**config.mk**
```make
export PLATFORM = sky130hd
export DESIGN_NAME = wb_sdram_ctrl_fsm_p
export DESIGN_NICKNAME = d
export VERILOG_FILES = /design/src/rtl/wb_sdram_ctrl_fsm_p.sv
export SDC_FILE = /design/constraint.sdc
export NUM_CORES = 1
export LEC_CHECK = 0
export CAP_MARGIN = 20
export CORE_MARGIN = 4
export CORE_UTILIZATION = 35
export DETAILED_ROUTE_END_ITERATION = 10
export SLEW_MARGIN = 20
export SYNTH_ARGS = -nofsm -noshare
export SYNTH_HDL_FRONTEND = slang
export SYNTH_SLANG_ARGS = --single-unit
export TNS_END_PERCENT = 20
```
**constraint.sdc**
```tcl
create_clock -name sdram_clk -period 3.65 [get_ports sdram_clk]
set_input_delay 1.095 -clock sdram_clk [delete_from_list [all_inputs] [get_ports sdram_clk]]
set_output_delay 1.095 -clock sdram_clk [all_outputs]
set_load 0.05 [all_outputs]
```
**src/rtl/wb_sdram_ctrl_fsm_p.sv**
```systemverilog
// Parametrised SDRAM command sequencer for the Wishbone SDRAM controller.
// Covers power-up init, auto-refresh and read/write bursts. Every SDRAM
// timing is counted by one shared wait counter instead of chains of NOP
// states. OPEN_ROW=1 keeps the last accessed row open so that later page
// hits skip the ACTIVATE.
// All bus outputs are registered: the value for the state being entered is
// computed from the next state and loaded on the same edge as the state, so
// the command on the bus always matches the current state.
module wb_sdram_ctrl_fsm_p #(
    parameter int               BA_W      = 2,
    parameter int               ROW_W     = 13,
    parameter int               COL_W     = 9,
    parameter int               T_RP      = 2,
    parameter int               T_RCD     = 2,
    parameter int               T_RFC     = 7,
    parameter int               T_MRD     = 2,
    parameter int               INIT_REFS = 2,
    parameter logic [ROW_W-1:0] MODE_REG  = 'h0032,
    parameter int               OPEN_ROW  = 0
) (
    input  logic             sdram_clk,
    input  logic             wb_rst,
    input  logic             init_start,
    input  logic             ref_req,
    input  logic             req_valid,
    input  logic             req_we,
    input  logic [BA_W-1:0]  req_ba,
    input  logic [ROW_W-1:0] req_row,
    input  logic [COL_W-1:0] req_col,
    input  logic             end_of_burst,
    input  logic             abort,
    output logic             req_ready,
    output logic [2:0]       cmd,
    output logic             cs_n,
    output logic [BA_W-1:0]  ba,
    output logic [ROW_W-1:0] a,
    output logic             rd_ack,
    output logic             wr_ack,
    output logic             ref_ack,
    output logic             init_done
);

    // Widest timing decides the wait counter width; it only ever holds T_x-1.
    localparam int T_MAX01 = (T_RP  > T_RCD) ? T_RP  : T_RCD;
    localparam int T_MAX23 = (T_RFC > T_MRD) ? T_RFC : T_MRD;
    localparam int T_MAX   = (T_MAX01 > T_MAX23) ? T_MAX01 : T_MAX23;
    localparam int CNT_W   = (T_MAX > 1) ? $clog2(T_MAX) : 1;

    localparam logic [3:0] S_RST_WAIT = 4'd0;
    localparam logic [3:0] S_PRE_ALL  = 4'd1;
    localparam logic [3:0] S_INIT_REF = 4'd2;
    localparam logic [3:0] S_LMR      = 4'd3;
    localparam logic [3:0] S_IDLE     = 4'd4;
    localparam logic [3:0] S_REF_PRE  = 4'd5;
    localparam logic [3:0] S_REF      = 4'd6;
    localparam logic [3:0] S_ACT      = 4'd7;
    localparam logic [3:0] S_PRE_MISS = 4'd8;
    localparam logic [3:0] S_RW       = 4'd9;
    localparam logic [3:0] S_PRE_END  = 4'd10;
    localparam logic [3:0] S_WAIT     = 4'd11;

    localparam logic [2:0] C_NOP   = 3'b111;
    localparam logic [2:0] C_ACT   = 3'b011;
    localparam logic [2:0] C_READ  = 3'b101;
    localparam logic [2:0] C_WRITE = 3'b100;
    localparam logic [2:0] C_PRE   = 3'b010;
    localparam logic [2:0] C_AREF  = 3'b001;
    localparam logic [2:0] C_LMR   = 3'b000;

    logic [3:0]       state, state_n, ret, ret_n;
    logic [CNT_W-1:0] cnt, cnt_n;
    logic [3:0]       irefs, irefs_n;
    logic             row_open, row_open_n;
    logic [BA_W-1:0]  open_ba, open_ba_n;
    logic [ROW_W-1:0] open_row, open_row_n;
    logic             l_we, l_we_n;
    logic [BA_W-1:0]  l_ba, l_ba_n;
    logic [ROW_W-1:0] l_row, l_row_n;
    logic [COL_W-1:0] l_col, l_col_n;

    logic             go;
    int               go_t;
    logic [3:0]       go_tgt;

    logic [2:0]       cmd_n;
    logic             cs_n_n, rd_n, wr_n, rf_n, init_done_n;
    logic [BA_W-1:0]  ba_n;
    logic [ROW_W-1:0] a_n;

    logic             row_hit;

    assign row_hit   = (OPEN_ROW != 0) && row_open && (req_ba == open_ba) && (req_row == open_row);
    assign req_ready = (state == S_IDLE) && !ref_req;

    // Next-state logic; command states request a timed wait through go/go_t/go_tgt.
    always_comb begin
        state_n    = state;
        ret_n      = ret;
        cnt_n      = cnt;
        irefs_n    = irefs;
        row_open_n = row_open;
        open_ba_n  = open_ba;
        open_row_n = open_row;
        l_we_n     = l_we;
        l_ba_n     = l_ba;
        l_row_n    = l_row;
        l_col_n    = l_col;
        go         = 1'b0;
        go_t       = 1;
        go_tgt     = S_IDLE;
        case (state)
            S_RST_WAIT: begin
                irefs_n    = '0;
                row_open_n = 1'b0;
                if (init_start) state_n = S_PRE_ALL;
            end
            S_PRE_ALL: begin
                go = 1'b1; go_t = T_RP; go_tgt = S_INIT_REF;
            end
            S_INIT_REF: begin
                irefs_n = irefs + 4'd1;
                go      = 1'b1;
                go_t    = T_RFC;
                go_tgt  = (irefs == 4'(INIT_REFS - 1)) ? S_LMR : S_INIT_REF;
            end
            S_LMR: begin
                go = 1'b1; go_t = T_MRD; go_tgt = S_IDLE;
            end
            S_IDLE: begin
                if (ref_req) begin
                    state_n = row_open ? S_REF_PRE : S_REF;
                end else if (req_valid) begin
                    l_we_n  = req_we;
                    l_ba_n  = req_ba;
                    l_row_n = req_row;
                    l_col_n = req_col;
                    if (row_hit)
                        state_n = S_RW;
                    else if ((OPEN_ROW != 0) && row_open)
                        state_n = S_PRE_MISS;
                    else
                        state_n = S_ACT;
                end
            end
            S_REF_PRE: begin
                row_open_n = 1'b0;
                go = 1'b1; go_t = T_RP; go_tgt = S_REF;
            end
            S_REF: begin
                go = 1'b1; go_t = T_RFC; go_tgt = S_IDLE;
            end
            S_ACT: begin
                go = 1'b1; go_t = T_RCD; go_tgt = S_RW;
            end
            S_PRE_MISS: begin
                row_open_n = 1'b0;
                go = 1'b1; go_t = T_RP; go_tgt = S_ACT;
            end
            S_RW: begin
                if (abort) begin
                    row_open_n = 1'b0;
                    state_n    = S_PRE_END;
                end else if (end_of_burst) begin
                    if (OPEN_ROW != 0) begin
                        state_n    = S_IDLE;
                        row_open_n = 1'b1;
                        open_ba_n  = l_ba;
                        open_row_n = l_row;
                    end else begin
                        state_n = S_PRE_END;
                    end
                end
            end
            S_PRE_END: begin
                row_open_n = 1'b0;
                go = 1'b1; go_t = T_RP; go_tgt = S_IDLE;
            end
            S_WAIT: begin
                cnt_n = cnt - 1'b1;
                if (cnt <= CNT_W'(1)) state_n = ret;
            end
            default: state_n = S_RST_WAIT;
        endcase
        // A timing of one cycle needs no WAIT: the next command follows directly.
        if (go) begin
            if (go_t > 1) begin
                state_n = S_WAIT;
                ret_n   = go_tgt;
                cnt_n   = CNT_W'(go_t - 1);
            end else begin
                state_n = go_tgt;
            end
        end
    end

    // Bus values for the state being entered (registered below with the state).
    always_comb begin
        cmd_n  = C_NOP;
        cs_n_n = 1'b0;
        ba_n   = '0;
        a_n    = '0;
        rd_n   = 1'b0;
        wr_n   = 1'b0;
        rf_n   = 1'b0;
        case (state_n)
            S_RST_WAIT, S_IDLE: cs_n_n = 1'b1;
            S_PRE_ALL, S_REF_PRE, S_PRE_END: begin
                cmd_n  = C_PRE;
                a_n[10] = 1'b1;
            end
            S_INIT_REF: cmd_n = C_AREF;
            S_REF: begin
                cmd_n = C_AREF;
                rf_n  = 1'b1;
            end
            S_LMR: begin
                cmd_n = C_LMR;
                a_n   = MODE_REG;
            end
            S_ACT: begin
                cmd_n = C_ACT;
                ba_n  = l_ba_n;
                a_n   = l_row_n;
            end
            S_PRE_MISS: begin
                cmd_n = C_PRE;
                ba_n  = open_ba;
            end
            S_RW: begin
                cmd_n = l_we_n ? C_WRITE : C_READ;
                ba_n  = l_ba_n;
                a_n   = ROW_W'(l_col_n);
                rd_n  = !l_we_n;
                wr_n  = l_we_n;
            end
            default: ;
        endcase
        init_done_n = (state_n == S_IDLE) || (init_done && (state_n != S_RST_WAIT));
    end

    // State, latched request, open-row tracking and registered bus outputs.
    always_ff @(posedge sdram_clk or posedge wb_rst) begin
        if (wb_rst) begin
            state     <= S_RST_WAIT;
            ret       <= S_RST_WAIT;
            cnt       <= '0;
            irefs     <= '0;
            row_open  <= 1'b0;
            open_ba   <= '0;
            open_row  <= '0;
            l_we      <= 1'b0;
            l_ba      <= '0;
            l_row     <= '0;
            l_col     <= '0;
            cmd       <= C_NOP;
            cs_n      <= 1'b1;
            ba        <= '0;
            a         <= '0;
            rd_ack    <= 1'b0;
            wr_ack    <= 1'b0;
            ref_ack   <= 1'b0;
            init_done <= 1'b0;
        end else begin
            state     <= state_n;
            ret       <= ret_n;
            cnt       <= cnt_n;
            irefs     <= irefs_n;
            row_open  <= row_open_n;
            open_ba   <= open_ba_n;
            open_row  <= open_row_n;
            l_we      <= l_we_n;
            l_ba      <= l_ba_n;
            l_row     <= l_row_n;
            l_col     <= l_col_n;
            cmd       <= cmd_n;
            cs_n      <= cs_n_n;
            ba        <= ba_n;
            a         <= a_n;
            rd_ack    <= rd_n;
            wr_ack    <= wr_n;
            ref_ack   <= rf_n;
            init_done <= init_done_n;
        end
    end

endmodule
```
# After elaboration in Yosys (flattened, before gate mapping)
# Cells that the tools add are included.
# word_totals
register_bits,64
latchBits,0
mem_bits_rw,0
romBits,0
input_bits,32
out_inout_bits,24
word_cells,108
memories,0
# classes
add_sub_neg,3
multipliers,0
n_div,0
n_lt_le_gt_ge,2
eq_ne,23
n_shift,0
n_mux,42
bitwise_logic,0
reduce_logical,21
# op_table
operator,n
one-hot mux 4 bit (5 select lines),2
2-to-1 mux 13 bit,3
== test 4 x 3 -> 1 bit (second input constant),8
> comparator 32 x 2 -> 1 bit (second input constant),1
2-to-1 mux 4 bit,8
one-hot mux 10 bit (3 select lines),1
== test 4 bit (second input constant),7
2-to-1 mux 9 bit,3
== test 4 x 2 -> 1 bit (second input constant),4
one-hot mux 3 bit (5 select lines),1
== test 4 x 1 -> 1 bit (second input constant),3
2-to-1 mux 2 bit,6
2-to-1 mux 1 bit,11
2-to-1 mux 3 bit,3
zero test 4 bit,2
one-hot mux 4 bit (2 select lines),1
OR reduction 2 bit,4
OR reduction 4 bit,2
OR reduction 8 bit,1
one-hot mux 3 bit (2 select lines),1
OR reduction 6 bit,1
adder 4 x 1 -> 4 bit (second input constant),1
one-hot mux 1 bit (2 select lines),2
AND reduction 2 bit,2
10 further kinds,13

# Logic depth before layout (Yosys ltp)
# depth
ltp_word,9
mapped_depth,9

# Least setup slack after synthesis
# OpenSTA, ideal clock, no wires.
# synth_path
path_kind,in2out
startpoint,input ref_req
endpoint,output req_ready
t_arrival_ns,2.192
required_ns,2.555
path_slack_ns,0.363
stages,1
path_buffers,0
cell_sequence,nor3_1
# synth_via
elab_chain_len,2
# synth_lines
item,line,source
start: declaration,24,"input logic ref_req,"
zero test 1 bit,93,assign req_ready = (state == S_IDLE) && !ref_req;
logical AND 1 bit,93,
end: declaration,32,"output logic req_ready,"
# Every way passes these cells.

# Worst setup path in the final report
# Same ends and word-level chain as after synthesis.

==> impl_metrics.json <==
{
  "outcome": "complete, no violations",
  "drv_slew": 0,
  "cts_hold_buffers": 0,
  "hp-start": "l_row[12]$_DFF_PP0_",
  "synth_cells": 251,
  "cts_root_buf": "clkbuf_8",
  "wl_met3_um": 307,
  "synth_area_per_cell_um2": 11.41,
  "grt_pass1_wl_mm": 11.08,
  "gr-usage-all-layers_pct": 14.26,
  "cp.arrival_ps": 2050,
  "rsz0062_at_grt": "false",
  "core_area_um2": 7848,
  "crit_chain": "clkdlybuf4s50_1, nor3_1, buf_12",
  "grt_pass1_vias": 2224,
  "layout_setup_ws_ps": 500.6,
  "place.gp.congestion": 0.8643,
  "synthXorXnorAreaFrac_pct": 0.6116,
  "drt_pass1_iterations": 4,
  "ctsResizeCount": 0,
  "postCtsSetupBuffers": 0,
  "antenna_found_initial": 0,
  "ys_seq_elements": 63,
  "synth_fa_ha_area_share_pct": 1.747,
  "dieWidth_um": 98.46,
  "synth_warnings": 0,
  "finalWirelength_mm": 6.507,
  "fin_crit_sh_pct": 86.29,
  "syn2layout_area_growth_pct": 29.97,
  "wl_per_cell_um": 15.60,
  "worst_clock_skew_ps": 15.07,
  "netlist-cell-type-count": 53,
  "endpoint_kind": "primary output",
  "ios": 56,
  "synthTopCellsByArea": "dfrtp_1 (52%), mux2_1 (9.0%), dfstp_2 (3.7%), nand2_1 (2.9%), a41o_1 (2.1%)",
  "max_slew.worst_pin.slew_ps": 759.2,
  "total_power_mw": 2.793,
  "synth_top_cell_area_share_pct": 51.55,
  "num_vias": 2108,
  "finalNonFillerCells": 417,
  "synth_top_area_cell": "dfrtp_1",
  "layout-drive-gt1-share_pct": 12.70,
  "drc": 0,
  "grt_max_degree": 38,
  "drt_iter0_drc": 138,
  "cts_buffers": 9,
  "report.final.hold_viol_count": 0,
  "final_area_um2": 3722,
  "clock.fmax_mhz": 317.5,
  "holdWs_ps": 474.6,
  "grt_overflow": 0,
  "cts_sinks": 63,
  "placed_cell_area_um2": 3545,
  "synth_compound_area_share_pct": 12.93,
  "rows": 32,
  "top_layer": "met4",
  "synth-simple-area-share_pct": 15.38,
  "regToRegStartpoint": "state[3]$_DFF_PP0_",
  "htree_levels": 3,
  "clock_latency_ps": 330,
  "crit_type": "primary input to primary output",
  "cts_tree": "done",
  "worstSetupStartpoint": "ref_req",
  "final_nets": 346,
  "max_stage_delay_ps": 440,
  "m1WireLength_mm": 3.000,
  "slowest_stage": "clkdlybuf4s50_1",
  "post-dp-hpwl_mm": 4.468,
  "synth_edf_count": 0,
  "cap_violations": 0,
  "clk_path_buf_depth": 2,
  "preCtsSetupSlack_ps": 500.6,
  "start_util_pct": 36.50,
  "worstPathRequired_ps": 2550,
  "slew_headroom_pct": 49.39,
  "yosysSeqAreaShare_pct": 55.22,
  "powerDensity_nw_per_um2": 750.2,
  "synth_top_flop_cell": "dfrtp_1",
  "setup_tns_ps": 0,
  "muxShareOfSynthArea_pct": 10.57,
  "die_h_um": 98.46,
  "syn_nets": 287,
  "worstSetupStartpointType": "primary input",
  "worst_ir_drop_vdd_v": 0.0002716,
  "leakagePower_nw": 1.725,
  "async_flop_share_pct": 100.0,
  "antenna_left": 0,
  "vias_per_cell": 5.055,
  "place_inst": 401,
  "synthesis.area_um2": 2864,
  "holdCritPathClass": "flop to flop",
  "antenna_cells": 0,
  "fillers": 731,
  "synth_top_family_by_area": "simple AND/OR/NAND/NOR gates",
  "critPathMaxFanout": 3,
  "wl_met2_mm": 3.131,
  "port-buffer-count": 55,
  "period_minus_slack_ps": 3149,
  "die_area_um2": 9694,
  "cts.clk_slew.worst_paths_ps": 70,
  "postLayoutCoreUtil_pct": 47.43,
  "setup_violations": 0
}
==> critical path: cells and delay by family <==
kind	cells	cell delay, ps
buf+inv	2	620
simple gates	1	330
==> state kept, by name (all words and copies together), names as in the netlist, 2 cells and up <==
register	cells
cnt	3
a	13
state	4
ba	2
l_col	9
l_row	13
cmd	3
l_ba	2
ret	4
irefs	4
==> logic make-up (layout without fill, tap and decap cells) <==
family / count (synthesis) / in the layout
compound gates: 52 / 52
xor+xnor: 2 / 2
fa+ha+maj: 4 / 4
buf+inv: 23 / 87
flops: 63 / 63
mux: 27 / 27
simple gates: 80 / 80
==> where the power goes <==
| part | switching [mW] | leakage [nW] | total, mW | internal (mW) |
|---|---|---|---|---|
| clock network | 0.257 | 0.0934 | 0.541 | 0.283 |
| registers | 0.116 | 0.813 | 0.991 | 0.874 |
| logic | 0.797 | 0.818 | 1.26 | 0.464 |
==> layer usage <==
layer	up-vias	track usage (%)
li1	1023	-
met2	47	22.88
met4	0	6.092
met5	-	0
met3	5	3.468
met1	1033	18.44
==> synth_stat cells (all sizes together), types with 2 or more instances <==
cell type  count
nor4           3
or3            2
nor2          12
dfrtp         59
nor2b          6
a21boi         3
and4           6
a41o           6
nand2         22
nand4          4
a22oi          2
dfstp          4
clkbuf         7
a21oi          9
mux2          26
inv            7
and2           2
ha             4
nand2b         4
o211a          2
nand3          7
o41ai          3
buf            9
o21ai         16
nor3           5
==> final timing paths <==
| check | end | slack, ps | cells after the start |
|---|---|---|---|
| worst max register to register | cmd[1]$_DFF_PP1_ | 1150 | 6 |
| worst max-delay path | req_ready | 500 | 3 |
| min in group asynchronous | a[4]$_DFF_PP0_ | 1220 | 2 |
| worst min-delay path | l_row[12]$_DFF_PP0_ | 470 | 1 |
| max in group asynchronous | irefs[0]$_DFFE_PP0P_ | 1710 | 3 |
| worst min register to register | l_row[12]$_DFF_PP0_ | 470 | 1 |
==> layout by cell type (no fill, tap or decap), drive strengths merged, types with 5 or more instances in the layout <==
cell and count:
a21oi 9, a41o 6, and4 6, buf 10
clkbuf 13, clkdlybuf4s50 54, dfrtp 59, inv 7
mux2 26, nand2 22, nand3 7, nor2 12
nor2b 6, nor3 5, o21ai 16
==> area by class of cell <==
cell class                 instances  area, um2  share of cell area [%]
multi-input combinational        165       1181                   31.73
clock buffer                      13      158.9                   4.269
sequential                        63       1582                   42.49
tap                              102      127.6                   3.429
timing repair buffer              64      628.1                   16.87
clock inverter                     3      18.77                  0.5042
inverter                           7      26.28                  0.7059
(Power assumes the default switching activity.)
